==> src/rtl/keccak_pkg.sv <==
// ---------------------------------------------------------------------------
// keccak_pkg
// Shared Keccak-f[1600] geometry and types.
//   ROW_SIZE / COL_SIZE : 5x5 lane grid, indexed [x][y]
//   LANE_SIZE           : lane width in bits (64)
//   NUM_LANES           : lanes per state (25)
//   LANE_IDX_W          : width of a FIPS 202 lane index i = x + 5*y
//   state_array_t       : full state, indexed [x][y][z]
//   squeeze_state_e     : control states of the squeeze serializer
// ---------------------------------------------------------------------------
package keccak_pkg;

    localparam int ROW_SIZE   = 5;
    localparam int COL_SIZE   = 5;
    localparam int LANE_SIZE  = 64;
    localparam int NUM_LANES  = ROW_SIZE * COL_SIZE;
    localparam int LANE_IDX_W = 5;

    typedef logic [ROW_SIZE-1:0][COL_SIZE-1:0][LANE_SIZE-1:0] state_array_t;

    typedef enum logic {
        SQ_IDLE   = 1'b0,
        SQ_STREAM = 1'b1
    } squeeze_state_e;

endpackage

==> src/rtl/keccak_lane_select.sv <==
// ---------------------------------------------------------------------------
// keccak_lane_select
// Combinational 25:1 lane mux: lane i = state[i mod 5][i / 5].
//   i_state : full Keccak state, indexed [x][y][z]
//   i_idx   : FIPS 202 lane index (0..24); out-of-range indices give zero
//   o_lane  : selected 64-bit lane
// ---------------------------------------------------------------------------
module keccak_lane_select
    import keccak_pkg::*;
(
    input  logic [ROW_SIZE-1:0][COL_SIZE-1:0][LANE_SIZE-1:0] i_state,
    input  logic [LANE_IDX_W-1:0]                            i_idx,
    output logic [LANE_SIZE-1:0]                             o_lane
);

    logic [2:0] w_x;
    logic [2:0] w_y;
    logic       w_in_range;

    // Range bands replace a divider: y is the band, x the offset inside it.
    always_comb begin
        w_x        = 3'd0;
        w_y        = 3'd0;
        w_in_range = 1'b1;
        if (i_idx < 5'd5) begin
            w_y = 3'd0;
            w_x = i_idx[2:0];
        end else if (i_idx < 5'd10) begin
            w_y = 3'd1;
            w_x = 3'(i_idx - 5'd5);
        end else if (i_idx < 5'd15) begin
            w_y = 3'd2;
            w_x = 3'(i_idx - 5'd10);
        end else if (i_idx < 5'd20) begin
            w_y = 3'd3;
            w_x = 3'(i_idx - 5'd15);
        end else if (i_idx < 5'd25) begin
            w_y = 3'd4;
            w_x = 3'(i_idx - 5'd20);
        end else begin
            w_in_range = 1'b0;
        end
    end

    assign o_lane = w_in_range ? i_state[w_x][w_y] : '0;

endmodule

==> src/rtl/keccak_squeeze_serializer.sv <==
// ---------------------------------------------------------------------------
// keccak_squeeze_serializer
// Captures one full Keccak state per handshake and streams its first n lanes
// (n = min(num_lanes_i, 25)) as 64-bit words in FIPS 202 lane order.
//   clk, rst        : clock, synchronous active-high reset
//   state_valid_i   : state_array_i / num_lanes_i valid
//   state_ready_o   : block can accept a state (IDLE)
//   state_array_i   : state, indexed [x][y][z]
//   num_lanes_i     : lanes to emit for this state (26..31 saturate to 25)
//   lane_valid_o    : lane outputs valid
//   lane_ready_i    : downstream accepts the lane
//   lane_data_o     : current lane
//   lane_idx_o      : lane index i = x + 5*y
//   lane_last_o     : current lane is the final one of this state
//   done_o          : one-cycle pulse after last transfer or an empty load
// ---------------------------------------------------------------------------
module keccak_squeeze_serializer
    import keccak_pkg::*;
#(
    parameter int MAX_LANES = NUM_LANES,
    parameter int LANE_W    = LANE_SIZE
) (
    input  logic                                            clk,
    input  logic                                            rst,
    input  logic                                            state_valid_i,
    output logic                                            state_ready_o,
    input  logic [ROW_SIZE-1:0][COL_SIZE-1:0][LANE_SIZE-1:0] state_array_i,
    input  logic [LANE_IDX_W-1:0]                           num_lanes_i,
    output logic                                            lane_valid_o,
    input  logic                                            lane_ready_i,
    output logic [LANE_W-1:0]                               lane_data_o,
    output logic [LANE_IDX_W-1:0]                           lane_idx_o,
    output logic                                            lane_last_o,
    output logic                                            done_o
);

    squeeze_state_e          r_fsm;
    squeeze_state_e          w_fsm_next;
    state_array_t            r_state;
    logic [LANE_IDX_W-1:0]   r_cnt;
    logic [LANE_IDX_W-1:0]   w_cnt_next;
    logic [LANE_IDX_W-1:0]   r_n;
    logic [LANE_IDX_W-1:0]   w_n_next;
    logic                    r_done;
    logic                    w_done_next;
    logic                    w_load;
    logic                    w_streaming;
    logic                    w_last;
    logic [LANE_IDX_W-1:0]   w_n_sat;
    logic [LANE_SIZE-1:0]    w_lane;

    keccak_lane_select u_lane_select (
        .i_state (r_state),
        .i_idx   (r_cnt),
        .o_lane  (w_lane)
    );

    assign w_n_sat     = (num_lanes_i > LANE_IDX_W'(MAX_LANES)) ? LANE_IDX_W'(MAX_LANES)
                                                                : num_lanes_i;
    assign w_streaming = (r_fsm == SQ_STREAM);
    // r_n >= 1 whenever streaming, so n-1 never wraps here.
    assign w_last      = w_streaming && (r_cnt == (r_n - 5'd1));

    always_comb begin
        w_fsm_next  = r_fsm;
        w_cnt_next  = r_cnt;
        w_n_next    = r_n;
        w_done_next = 1'b0;
        w_load      = 1'b0;
        case (r_fsm)
            SQ_IDLE: begin
                if (state_valid_i) begin
                    w_load     = 1'b1;
                    w_n_next   = w_n_sat;
                    w_cnt_next = '0;
                    if (w_n_sat == '0) begin
                        w_done_next = 1'b1;
                    end else begin
                        w_fsm_next = SQ_STREAM;
                    end
                end
            end
            SQ_STREAM: begin
                if (lane_ready_i) begin
                    if (w_last) begin
                        w_fsm_next  = SQ_IDLE;
                        w_done_next = 1'b1;
                    end else begin
                        w_cnt_next = r_cnt + 5'd1;
                    end
                end
            end
            default: w_fsm_next = SQ_IDLE;
        endcase
    end

    always_ff @(posedge clk) begin
        if (rst) begin
            r_fsm   <= SQ_IDLE;
            r_state <= '0;
            r_cnt   <= '0;
            r_n     <= '0;
            r_done  <= 1'b0;
        end else begin
            r_fsm  <= w_fsm_next;
            r_cnt  <= w_cnt_next;
            r_n    <= w_n_next;
            r_done <= w_done_next;
            if (w_load) begin
                r_state <= state_array_i;
            end
        end
    end

    assign state_ready_o = ~w_streaming;
    assign lane_valid_o  = w_streaming;
    assign lane_idx_o    = w_streaming ? r_cnt : '0;
    assign lane_data_o   = w_streaming ? LANE_W'(w_lane) : '0;
    assign lane_last_o   = w_last;
    assign done_o        = r_done;

endmodule

==> config.mk <==
export PLATFORM = sky130hd
export DESIGN_NAME = keccak_squeeze_serializer
export DESIGN_NICKNAME = d
export VERILOG_FILES = /design/src/rtl/keccak_pkg.sv /design/src/rtl/keccak_lane_select.sv /design/src/rtl/keccak_squeeze_serializer.sv
export SDC_FILE = /design/constraint.sdc
export NUM_CORES = 2
export LEC_CHECK = 0
export ABC_AREA = 1
export CAP_MARGIN = 20
export CORE_AREA = 5 5 661 663
export DETAILED_ROUTE_END_ITERATION = 16
export DIE_AREA = 0 0 666 668
export GPL_TIMING_DRIVEN = 0
export MAX_ROUTING_LAYER = met4
export PLACE_DENSITY = 0.36
export SYNTH_ARGS = -nofsm -noshare
export SYNTH_HDL_FRONTEND = slang
export SYNTH_HIERARCHICAL = 1
export SYNTH_SLANG_ARGS = --single-unit
==> constraint.sdc <==
create_clock -name clk -period 9.59 [get_ports clk]
set_input_delay 1.918 -clock clk [delete_from_list [all_inputs] [get_ports clk]]
set_output_delay 1.918 -clock clk [all_outputs]
set_load 0.05 [all_outputs]
[Yosys cells after proc, flatten, opt, wreduce, memory -nomap -nowiden]
Index checks and enable logic that the tools add are counted.
Word-level totals
  flip-flop bits (word level): 1612
  latch bits: 0
  bits in writable memories: 0
  memory bits (read-only): 0
  input port bits: 1609
  output and inout bits: 73
  word-level logic and storage cells: 91
  memories: 0
Cells by class
  add/subtract/negate cells: 6
  $mul: 0
  div/mod/pow operators: 0
  order comparisons: 8
  eq/ne operators: 4
  shift-type cells: 0
  multiplexer cells: 39
  bitwise logic cells: 1
  reductions and logical operators: 4
Operators by type and width (number)
  $bmux 320 s3: 1
  $mux 320: 1
  $bmux 64 s3: 1
  $mux 64: 3
  $mux 3: 10
  $mux 5: 5
  $mux 1: 15
  $lt 5x4->1 const B: 2
  $lt 5x5->1 const B: 2
  $pmux 5 s2: 1
  $sub 3x3->3 const B: 3
  $lt 3x4->1 const B: 2
  $ne 2x2->1 const B: 3
  $add 5x1->5 const B: 1
  $eq 5x5->1: 1
  $gt 5x5->1 const B: 1
  $logic_not 5->1: 1
  $lt 5x3->1 const B: 1
  $sub 5x1->5 const B: 1
  $pmux 1 s2: 2
  $reduce_and 3->1: 1
  $sub 3x2->3 const B: 1
  $reduce_and 2->1: 1
  $logic_and 1x1->1: 1
  $not 1->1: 1

[Longest topological paths before layout]
  word-level depth: 12
  mapped depth: 21

[Hierarchy]
Netlist, hierarchy kept.
By module, submodules not included
  keccak_squeeze_serializer: instances 1, cells an instance 7199, area each 55924.9 µm², sequential area each 32271.0 µm²
  keccak_lane_select: instances 1, cells an instance 3868, area each 16345.7 µm², sequential area each 0.0 µm²

[Least setup slack after synthesis]
OpenSTA, ideal clock, no wires.
  path kind: register to output
  from: reg r_cnt[1]
  to: out lane_data_o[11]
  data arrival time: 2.717 ns
  required time: 7.672 ns
  setup slack: 4.955 ns
  stages on the path, launching flop included: 20
  path through: dfxtp_1 -> inv_1 -> ha_1 -> nor2_1 -> nand3_1 -> nand3_1 -> buf_4 -> nand2_4 -> nand2_4 -> buf_6 -> buf_4 -> buf_2 -> nor2_1 -> o21ai_1 -> nand2_1 -> o21ai_0 -> nand2_1 -> a21oi_1 -> nand2_1 -> inv_1
On the way
  word-level cells in the longest chain between the ends: 12
Ends and longest elaborated chain
  start: declaration: RTL line keccak_squeeze_serializer.sv:40  | logic [LANE_IDX_W-1:0] r_cnt;
  start signal: assignment: RTL line keccak_squeeze_serializer.sv:106  | r_cnt <= w_cnt_next;
  $lt 5x5->1 / $sub 3x3->3 (equally long branches): RTL line keccak_lane_select.sv:37, keccak_lane_select.sv:39
  $mux 3: RTL line keccak_lane_select.sv:37  | end else if (i_idx < 5'd25) begin
  $mux 3: RTL line keccak_lane_select.sv:34  | end else if (i_idx < 5'd20) begin
  $mux 3: RTL line keccak_lane_select.sv:31  | end else if (i_idx < 5'd15) begin
  $mux 3: RTL line keccak_lane_select.sv:28  | end else if (i_idx < 5'd10) begin
  $mux 3: RTL line keccak_lane_select.sv:25  | if (i_idx < 5'd5) begin
  $bmux 320 s3: RTL line keccak_lane_select.sv:45  | assign o_lane = w_in_range ? i_state[w_x][w_y] : '0;
  $mux 320 (not written as such): RTL line keccak_lane_select.sv:45
  $bmux 64 s3: RTL line keccak_lane_select.sv:45
  $mux 64 (not written as such): RTL line keccak_lane_select.sv:45
  $mux 64 *: RTL line keccak_lane_select.sv:45
  net w_lane[11]: RTL line keccak_squeeze_serializer.sv:50  | logic [LANE_SIZE-1:0] w_lane;
  $mux 64 *: RTL line keccak_squeeze_serializer.sv:118  | assign lane_data_o = w_streaming ? LANE_W'(w_lane) : '0;
  end: declaration: RTL line keccak_squeeze_serializer.sv:31  | output logic [LANE_W-1:0] lane_data_o,
Mark *: on every way through the listed nets, which the timed path passes. The rest lies on a longest branch. The select of a mux whose other input is x is not followed.

[Worst setup path in the final report]
  from: reg r_cnt[1]
  to: out lane_data_o[51]
Same word-level chain as after synthesis.

==> impl_metrics.csv <==
group,metric,value,unit
outcome,status,"finished clean",
die,die_w,666,um
cts,ctsLongestPathBuffers,4,
grt,grt_pass1_vias,80900,
timing,worstMarginPinSlew,1440,ps
min_path,hold_path_class,"reg -> reg",
yosys,syn_nets,12700,
die,start_util,16.8,%
die,core_area,430000,sq um
yosys,yosys-top-cells-count,"nor2_1, nand2_1, dfxtp_1, o21ai_0, buf_2",
yosys,synthCells,11100,
placement,dp_cells,18500,
yosys,synthFlopType,"dfxtp_1",
drt,wire_per_inst,34.4,um
cts,clock_sinks,1612,
drt,dr.first_iter.drc_count,8061,
timing,fin_skew,80.3,ps
timing,post-route-period-util,98.4,%
timing,setup_viol,0,
setup_path,cp.arrival,7520,ps
cts,cts_root_buffer,"clkbuf_16",
yosys,async_flop_share,0,%
timing,hold_viol,0,
timing,fmax,0.106,GHz
setup_path,path_class,"reg -> out",
die,fp-row-count,241,
layout,nNetsFinal,14600,
setup_path,cp_max_fo,10,
layout,drive_above_1_share,7.47,%
timing,rsz0062_at_grt,"no",
cts,numCtsBuffers,210,
yosys,synth_seq_area_share,44.7,%
cts,post-cts-setup-buffers,0,
die,io_pins,1682,
yosys,yosysMostFrequentCell,"nor2_1",
layout,syn_to_final_growth,44.3,%
drt,drtAntennaViolNets,0,
yosys,netlist_area,72300,sq um
die,die_h,668,um
yosys,avgSynthCellArea,6.53,sq um
drt,via_per_inst,4.48,
layout,num-fill-cells,49200,
cts,clkTransAtPathRegs,60,ps
placement,dp_hpwl,561000,um
timing,fin_tns_setup,0,ps
placement,gp_congestion,1.00,
grt,grt_overflow,0,
power,p_per_area,199,nW/um^2
timing,min_period,9440,ps
timing,slew_viol_final,0,
timing,slew_headroom,2.92,%
power,p_total,20.8,mW
placement,port_buffers,1680,
setup_path,end_kind,"output pin",
cts,cts_tree,"built",
run,drv_cap,0,
drt,detail_route.wirelength,655000,um
grt,grt.total_usage,28.8,%
grt,grt_pass1_wl,817000,um
yosys,yosysWarnings,6,
cts,clk_latency,940,ps
setup_path,r2r_slack,6020,ps
yosys,ys_types,35,
grt,grt_antenna_before_repair,278,
drt,drt_pass1_iterations,6,
yosys,synth_edf_count,0,
power,p_leak,42.4,nW
yosys,synth.largest_area_cell,"dfxtp_1",
setup_path,cp_data_required_time,7670,ps
yosys,synth_seq_cells,1612,
setup_path,cp-start-kind,"register",
power,vdd_drop_max,0.137,mV
yosys,netlist.area_leader.share,44.7,%
cts,h-tree-depth,4,
yosys,synthTopCellsByArea,"dfxtp_1, nor2_1, nand2_1, o21ai_0, buf_2",
grt,grt_max_degree,17,
layout,fin_cells,19000,
drt,post-route-drc-count,0,
drt,vias,85300,
die,dieArea,445000,sq um
==> per-layer routing <==
| metal | part of all wire [%] | vias up | GRT usage (%) |
|---|---|---|---|
| li1 | - | 39600 | - |
| met1 | 41 | 41300 | 34.7 |
| met2 | 48 | 3535 | 47.5 |
| met3 | 5.3 | 901 | 3.74 |
| met4 | 5.3 | 0 | 13.7 |
| met5 | 0 | - | - |
==> state kept, by name, indices dropped and copies added (netlist names) <==
| signal | cells |
|---|---|
| r_state | 1600 |
| r_cnt | 5 |
| r_n | 5 |
| done_o | 1 |
| lane_valid_o | 1 |
==> final timing paths <==
kind,cells past startpoint,end,start
worst min-delay path,2,r_state[1434]$_SDFFE_PP0P_,r_state[1434]$_SDFFE_PP0P_
worst max register to register,7,r_state[896]$_SDFFE_PP0P_,lane_valid_o$_SDFF_PP0_
worst max-delay path,21,lane_data_o[51],r_cnt[1]$_SDFFE_PP0P_
worst min register to register,2,r_state[1434]$_SDFFE_PP0P_,r_state[1434]$_SDFFE_PP0P_
==> report_power, final <==
part | switching (mW) | leakage (nW) | internal (mW)
combinational | 3.06 | 25.5 | 1.41
sequential | 0.466 | 13.4 | 7.28
clock | 3.52 | 3.56 | 5.05
total | 7.04 | 42.4 | 13.7
==> cell families (layout without fill, tap and decap cells) <==
kind of cell / after synthesis / count (layout) / share of synthesized area (%)
simple gates: 6061 / 6061 / 32.2
buf+inv: 989 / 3072 / 6.26
other cells: 0 / 172 / 0
compound gates: 2392 / 2392 / 16.7
xor+xnor: 4 / 4 / 0.0485
fa+ha+maj: 8 / 8 / 0.139
mux: 1 / 1 / 0.0139
flops: 1612 / 1612 / 44.7
==> repair_timing <==
action,CTS,global route
hold buffers,0,0
resized for setup,22,2
endpoints found under the setup margin,57,2
cloned,0,0
==> through the flow <==
step                      hold WS [ps]  util (%)  cell area [sq um]  setup slack [ps]
final                              479      24.3             104000               149
after global routing               496      24.3             104000              16.4
after CTS                          484      24.2             104000              4.56
after detailed placement           470      22.5              96500               548
after global placement             461      22.4              96200              69.2
after floorplan                    444         -              72300              4950
==> cells in the final DEF, fill, tap and decap left out, drive strengths merged <==
master,instances
o21ai,1928
clkbuf,597
a21oi,394
clkinvlp,8
o21a,1
nor2,3536
a21boi,1
inv,118
or2,4
nor3,1
mux2i,1
nand4,4
clkinv,29
o211ai,2
nand3,348
diode,172
clkdlybuf4s50,1672
xor2,3
dfxtp,1612
buf,621
ha,8
a31oi,64
a211oi,2
bufinv,19
dlygate4sd2,7
nand3b,3
nand2,2165
dlymetal6s2s,1
xnor2,1
==> layout make-up <==
cell class	count	area, sq um	share of cell area, %
antenna	172	430	0.413
buffer	875	4100	3.93
clock buffer	324	6330	6.07
clock inverter	60	977	0.937
inverter	114	430	0.413
multi-input combinational	8466	35500	34.1
sequential	1612	32300	30.9
tap	5710	7140	6.85
timing repair buffer	1699	17100	16.4
==> worst max-delay path: stages, from the launching register on <==
cell             delay [ps]
dfxtp_1                 580
inv_1                   240
ha_1                    250
nand2_1                  80
nand2_1                  60
nand2_1                  90
nand2_1                 310
nand3_4                 410
nand2_8                 220
inv_2                   130
buf_4                   410
buf_4                   370
buf_2                   340
a21oi_1                 180
nor2_1                  500
nand2_1                 410
nand2_1                 220
nand2_1                  70
a21oi_1                 210
nand2_1                  80
inv_1                   100
clkdlybuf4s50_1        1210
(Power assumes the default switching activity.)
